### config.mk
export PLATFORM = sky130hd
export DESIGN_NAME = icache_tag_lookup
export DESIGN_NICKNAME = d
export VERILOG_FILES = /design/src/rtl/icache_tag_lookup.sv
export SDC_FILE = /design/constraint.sdc
export NUM_CORES = 1
export LEC_CHECK = 0
export BUFFER_PORTS_ARGS = -buffer_cell sky130_fd_sc_hd__buf_2
export CAP_MARGIN = 10
export CORE_MARGIN = 8
export CORE_UTILIZATION = 60
export DETAILED_ROUTE_END_ITERATION = 12
export MAX_ROUTING_LAYER = met4
export PLACE_DENSITY_LB_ADDON = 0.12
export REMOVE_ABC_BUFFERS = 1
export SETUP_SLACK_MARGIN = 0.02
export SLEW_MARGIN = 20
export SYNTH_ARGS = -nofsm -noshare
export SYNTH_HDL_FRONTEND = slang
export SYNTH_SLANG_ARGS = --single-unit
export TNS_END_PERCENT = 20
### constraint.sdc
create_clock -name clk -period 18.45 [get_ports clk]
set_clock_uncertainty 0.2 [all_clocks]
set_input_delay 2.7675 -clock clk [delete_from_list [all_inputs] [get_ports clk]]
set_output_delay 2.7675 -clock clk [all_outputs]
set_load 0.01 [all_outputs]
### src/rtl/icache_tag_lookup.sv
// rtl/icache_tag_lookup.sv - flop-based set-associative instruction cache tag array
// One-cycle lookup with a single response slot, miss refill with round-robin victim choice, flush.
module icache_tag_lookup #(
  parameter int XLEN             = 32,
  parameter int SETIDXBITS       = 5,
  parameter int BLOCK_OFFSETBITS = 1,
  parameter int WORD_OFFSETBITS  = 1,
  parameter int NWAYS            = 2,
  parameter int WIDBITS          = 3,
  localparam int TAGBITS = XLEN - SETIDXBITS - BLOCK_OFFSETBITS - WORD_OFFSETBITS,
  localparam int WAYBITS = $clog2(NWAYS)
) (
  input  logic               clk,
  input  logic               rst,
  input  logic               req_valid,
  output logic               req_ready,
  input  logic [XLEN-1:0]    req_addr,
  input  logic [WIDBITS-1:0] req_wid,
  output logic               rsp_valid,
  input  logic               rsp_ready,
  output logic               rsp_hit,
  output logic [WAYBITS-1:0] rsp_way,
  output logic [XLEN-1:0]    rsp_addr,
  output logic [WIDBITS-1:0] rsp_wid,
  input  logic               fill_valid,
  input  logic [XLEN-1:0]    fill_addr,
  output logic [WAYBITS-1:0] fill_way,
  input  logic               flush
);

  localparam int OFFBITS = BLOCK_OFFSETBITS + WORD_OFFSETBITS;
  localparam int NSETS   = 1 << SETIDXBITS;

  logic               valid_q [NSETS][NWAYS];
  logic [TAGBITS-1:0] tag_q   [NSETS][NWAYS];
  logic [WAYBITS-1:0] ptr_q   [NSETS];

  logic [SETIDXBITS-1:0] req_set, fill_set;
  logic [TAGBITS-1:0]    req_tag, fill_tag;
  logic                  lk_hit;
  logic [WAYBITS-1:0]    lk_way;
  logic                  f_match, f_inv, f_use_ptr;
  logic [WAYBITS-1:0]    f_match_way, f_inv_way;
  logic                  unused_fill_offset;

  assign req_set  = req_addr[OFFBITS+SETIDXBITS-1:OFFBITS];
  assign req_tag  = req_addr[XLEN-1:XLEN-TAGBITS];
  assign fill_set = fill_addr[OFFBITS+SETIDXBITS-1:OFFBITS];
  assign fill_tag = fill_addr[XLEN-1:XLEN-TAGBITS];
  assign unused_fill_offset = ^fill_addr[OFFBITS-1:0];

  assign req_ready = !rsp_valid || rsp_ready;

  // Descending scans leave the lowest qualifying way selected.
  always_comb begin
    lk_hit      = 1'b0;
    lk_way      = '0;
    f_match     = 1'b0;
    f_match_way = '0;
    f_inv       = 1'b0;
    f_inv_way   = '0;
    for (int w = NWAYS - 1; w >= 0; w--) begin
      if (valid_q[req_set][WAYBITS'(w)] && tag_q[req_set][WAYBITS'(w)] == req_tag) begin
        lk_hit = 1'b1;
        lk_way = WAYBITS'(w);
      end
      if (valid_q[fill_set][WAYBITS'(w)] && tag_q[fill_set][WAYBITS'(w)] == fill_tag) begin
        f_match     = 1'b1;
        f_match_way = WAYBITS'(w);
      end
      if (!valid_q[fill_set][WAYBITS'(w)]) begin
        f_inv     = 1'b1;
        f_inv_way = WAYBITS'(w);
      end
    end
  end

  assign f_use_ptr = !f_match && !f_inv;
  assign fill_way  = f_match ? f_match_way : (f_inv ? f_inv_way : ptr_q[fill_set]);

  always_ff @(posedge clk or posedge rst) begin
    if (rst) begin
      for (int s = 0; s < NSETS; s++) begin
        ptr_q[SETIDXBITS'(s)] <= '0;
        for (int w = 0; w < NWAYS; w++) begin
          valid_q[SETIDXBITS'(s)][WAYBITS'(w)] <= 1'b0;
          tag_q[SETIDXBITS'(s)][WAYBITS'(w)]   <= '0;
        end
      end
    end else if (flush) begin
      for (int s = 0; s < NSETS; s++) begin
        ptr_q[SETIDXBITS'(s)] <= '0;
        for (int w = 0; w < NWAYS; w++) begin
          valid_q[SETIDXBITS'(s)][WAYBITS'(w)] <= 1'b0;
        end
      end
    end else if (fill_valid) begin
      valid_q[fill_set][fill_way] <= 1'b1;
      tag_q[fill_set][fill_way]   <= fill_tag;
      // Pointer only moves when it actually supplied the victim.
      if (f_use_ptr) begin
        ptr_q[fill_set] <= ptr_q[fill_set] + WAYBITS'(1);
      end
    end
  end

  always_ff @(posedge clk or posedge rst) begin
    if (rst) begin
      rsp_valid <= 1'b0;
      rsp_hit   <= 1'b0;
      rsp_way   <= '0;
      rsp_addr  <= '0;
      rsp_wid   <= '0;
    end else if (req_valid && req_ready) begin
      rsp_valid <= 1'b1;
      rsp_hit   <= lk_hit;
      rsp_way   <= lk_way;
      rsp_addr  <= req_addr;
      rsp_wid   <= req_wid;
    end else if (rsp_ready) begin
      rsp_valid <= 1'b0;
    end
  end

endmodule

After elaboration in Yosys (flattened, before gate mapping)
Index checks and enable logic that the tools add are counted.

Bits in registers: 1733. Bits in latches: 0. Memory bits (writable): 0. Memory bits (read-only): 0. Input bits: 73. Logic and storage cells: 250. Memories kept: 0.

Add/sub/neg operators: 1. $mul: 0. Div/mod/pow operators: 0. Magnitude comparators: 5. Eq/ne operators: 2. Shift operators: 0. Mux-type cells: 55. Bitwise operators: 6. Reductions and logical operators: 17.

Operators with widths (count): $bwmux W1600 (1); $bmux W50 S5 (2); $demux W50 S5 (1); $mux W50 (5); $mux W32 (2); $mux W64 (1); $or A64 B64 Y64 (1); $eq A25 B25 Y1 (2); $bwmux W32 (1); $mux W1 (28); $demux W25 S1 (1); $mux W25 (1); $bmux W2 S5 (2); $mux W16 (1); $ge A6 B6 Y1 const B (2); $not A5 Y6 (2); $demux W2 S5 (1); $mux W2 (5); $logic_and A1 B1 Y1 (6); $lt A6 B1 Y1 const B (1); $reduce_bool A2 Y1 (3); $bmux W1 S5 (1); $demux W1 S5 (1); $reduce_and A2 Y1 (2); 10 further kinds (13).

Depth between registers and ports, before layout
Depth in word-level cells: 18. Mapped depth: 13.

Worst setup path before layout
No wires, ideal clock.

Path type: input to output. From: input port rsp_ready. To: output port req_ready. Data arrival time: 2.951 ns. Data required time: 15.482 ns. Slack: 12.532 ns. Stages on the path: 1. Path buffers: 0. Cell sequence: nand2b_1.

Cells in the longest elaborated chain, start to end: 1.

Ends and longest elaborated chain: start, declared (line 20) `input logic rsp_ready,`; $logic_or A1 B1 Y1 (line 52) `assign req_ready = !rsp_valid || rsp_ready;`; end, declared (line 16) `output logic req_ready,`.

Every way passes these cells.

Worst setup path after layout
From: input port req_addr[3]. To: register rsp_hit.

Cells in the longest elaborated chain, start to end: 7. Elaborated cells on any way between the ends: 10.

Ends and longest elaborated chain: start, declared (line 17) `input logic [XLEN-1:0] req_addr,`; $not A5 Y6 (implied by the code) * (line 63) `if (valid_q[req_set][WAYBITS'(w)] && tag_q[req_set][WAYBITS'(w)] == req_tag) begin`; $bmux W50 S5 (line 63); $mux W50 (implied by the code) (2 in series) (line 63); $eq A25 B25 Y1 (line 63); $logic_and A1 B1 Y1 * (line 63); $mux W1 * (line 63); end signal, assigned (line 116) `rsp_hit <= lk_hit;`; end, declared (line 21) `output logic rsp_hit,`.

Every way passes the cells marked *; elsewhere a longest branch is shown, timed or not. The select of a mux whose other input is x is not followed. A chain may end at the register's enable or synchronous reset.

==> results.sh <==
export IMPL_status="complete, no violations"
export IMPL_dieArea_um2=69360
export IMPL_grt_pass1_vias=21400
export IMPL_rsz0062_at_grt="false"
export IMPL_swShare=0.2275
export IMPL_yosys_area_top_type="edfxtp_1"
export IMPL_ff2ff_setup_slack_ps=15120
export IMPL_yosys_warnings=0
export IMPL_use_met1=0.3990
export IMPL_setup_tns_ps=0
export IMPL_ys_flop_type="dfrtp_1"
export IMPL_numClockSinks=869
export IMPL_grtUsageTotal=0.2787
export IMPL_worstPathArrival_ps=7540
export IMPL_grt_pass1_wl_um=139600
export IMPL_rows=90
export IMPL_busiest_layer="met2"
export IMPL_comb_power_share=0.093
export IMPL_yosysUniqueCellTypes=55
export IMPL_synth_edf_count=416
export IMPL_crit_fanout=101
export IMPL_dr_pass1_iters=5
export IMPL_grtUsageMet3=0.05155
export IMPL_worst_pin_slew_ps=953.8
export IMPL_place_congestion=0.7662
export IMPL_wl_per_cell_um=30.43
export IMPL_final_common_cell="dfrtp_1"
export IMPL_setup_violations=0
export IMPL_vias=20550
export IMPL_cts_buffer_depth=3
export IMPL_yosysTopAreaCellShare=0.3403
export IMPL_hold_viol_final=0
export IMPL_fin_area_um2=41040
export IMPL_initial_core_util=0.6071
export IMPL_slew_viol_final=0
export IMPL_cp_start_kind="input port"
export IMPL_io_buffers=108
export IMPL_fmax_mhz=139.2
export IMPL_p_switching_w=0.001006
export IMPL_min_from="rsp_addr[5]$_DFFE_PP0P_"
export IMPL_worst_r2r_path_depth=8
export IMPL_netlist_instances=2127
export IMPL_drc=0
export IMPL_fillerInstances=3955
export IMPL_power_leakage_nw=16.64
export IMPL_core_um2=60470
export IMPL_clk_pin_slew_ps=60
export IMPL_io_pins=113
export IMPL_via_per_inst=6.653
export IMPL_post_cts_resized=0
export IMPL_min_period_over_period=0.3894
export IMPL_postSynth_asyncResetShare=0.5213
export IMPL_die_h_um=263.4
export IMPL_end_kind="register"
export IMPL_maxSlewHeadroom=0.3641
export IMPL_overflow=0
export IMPL_ys_ff_latch=869
export IMPL_endpoint="rsp_hit$_DFFE_PP0P_"
export IMPL_htreeDepth=3
export IMPL_drive_gt1_frac=0.4130
export IMPL_areaGrowthSynthToFinish_pct=11.77
export IMPL_hpwl_um=50670
export IMPL_cts_buffers_inserted=88
export IMPL_drtIter0Drc=2287
export IMPL_cts_tree="yes"
export IMPL_cap_violations=0
export IMPL_grt_max_degree=137
export IMPL_criticalPathCategory="in -> reg"
export IMPL_period_minus_slack_ps=7184
export IMPL_powerDensity_nw_per_um2=107.7
export IMPL_yosysSeqAreaShare=0.6490
export IMPL_fin_nets=2303
export IMPL_cp_startpoint="req_addr[3]"
export IMPL_clkPwrFrac=0.403
export IMPL_hold_path_class="reg -> reg"
export IMPL_intPower_w=0.003415
export IMPL_grt_antenna_before_repair=5
export IMPL_cts_setup_buffers=0
export IMPL_synth_area_leaders="edfxtp_1, dfrtp_1, mux2_2"
export IMPL_use_met2=0.4165
export IMPL_clk_latency_ps=630
export IMPL_final_cell_mix="dfrtp_1, mux2_2, edfxtp_1, mux4_2, buf_2"
export IMPL_synthesis_area_um2=36710
export IMPL_avgSynthCellArea_um2=17.26
export IMPL_dpl_cell_area_um2=38140
export IMPL_rr_startpoint="tag_q[846]$_DFFE_PP0P_"
export IMPL_peakVddDrop_v=0.00008842
export IMPL_timing_rr_end="rsp_hit$_DFFE_PP0P_"
export IMPL_ant_nets=0
export IMPL_cp_data_required_time_ps=18810
export IMPL_cts_hold_buf=0
export IMPL_pwr_share_seq=0.504
export IMPL_fp_dieW_um=263.4
export IMPL_wirelength_um=94010
export IMPL_root_buffer="clkbuf_16"
power by group through the flow:
stage,combinational [W],sequential [W],clock [W]
final,0.000410,0.00223,0.00178
after global routing,0.000445,0.00224,0.00188
after CTS,0.000415,0.00223,0.00180
after detailed placement,0.000413,0.00226,0
after global placement,0.000399,0.00225,0
after floorplan,0.000263,0.00225,0
worst min-delay path by stage:
stage	slack [ps]	endpoint	cells past startpoint
5_1_grt	300	valid_q[33]$_DFFE_PP0P_	1
2_1_floorplan	250	valid_q[33]$_DFFE_PP0P_	1
3_5_place_dp	270	rsp_addr[5]$_DFFE_PP0P_	2
4_1_cts	280	rsp_addr[5]$_DFFE_PP0P_	2
3_3_place_gp	260	valid_q[33]$_DFFE_PP0P_	1
6_report	280	rsp_addr[5]$_DFFE_PP0P_	2
logic make-up after synthesis:
| kind of cell | share of synthesized area |
|---|---|
| muxes | 0.2697 |
| and+or+nand+nor | 0.02665 |
| buffers and inverters | 0.02150 |
| AOI/OAI and AO/OA | 0.02750 |
| xor gates and xnor gates | 0.005487 |
| other | 0.0001021 |
| DFF | 0.6490 |
sequential cells by signal (all words and copies together) (netlist names):
name / count
rsp_addr: 32
rsp_valid: 1
valid_q: 32
tag_q: 800
rsp_hit: 1
rsp_wid: 3
area by class of cell:
type,count,area (um^2),area share
Clock buffer,118,2470,0.06019
Timing Repair Buffer,161,975.9,0.02378
Antenna cell,2,5.005,0.0001220
Multi-Input combinational cell,1086,12270,0.2989
Sequential cell,869,23830,0.5806
Inverter,24,97.59,0.002378
Tap cell,782,978.4,0.02384
Clock inverter,47,416.7,0.01015
worst max-delay path, stage by stage:
cell and delay, ps:
buf_8 540, buf_12 640, buf_4 810, mux4_2 590, a22o_1 200, a2111oi_0 390
a31oi_1 220, xnor2_1 250, nand4_1 250, nor4_2 530, a32o_1 240
per-stage QoR:
stage | setup WS, ps | cells | util | hold WS, ps | total power (W)
final | 11270 | 3089 | 0.6786 | 276.6 | 0.004421
after global routing | 10980 | 3089 | 0.6786 | 304.4 | 0.004567
after detailed placement | 10550 | 2922 | 0.6307 | 265.9 | 0.002677
after global placement | 10570 | 2922 | 0.6307 | 257.0 | 0.002651
after floorplan | 2855 | 1979 | - | 248.6 | 0.002515
after CTS | 11190 | 3087 | 0.6784 | 278.8 | 0.004446
metal layers:
layer	wire length, um	vias up
met5	0	-
met4	2016	0
met3	7847	153
met2	44220	878
met1	39930	11070
li1	-	8455
Yosys cell counts (all sizes together) (12+ instances only):
cell type and count:
a221oi 17, mux2i 95, clkbuf 83, nor2 43
a22oi 23, xor2 12, o21bai 13, nand3 29
buf 66, nor2b 13, inv 23, nand2 76
mux2 437, nand4 12, mux4 179, dfrtp 453
edfxtp 416, o21ai 36
(Power assumes the default switching activity.)
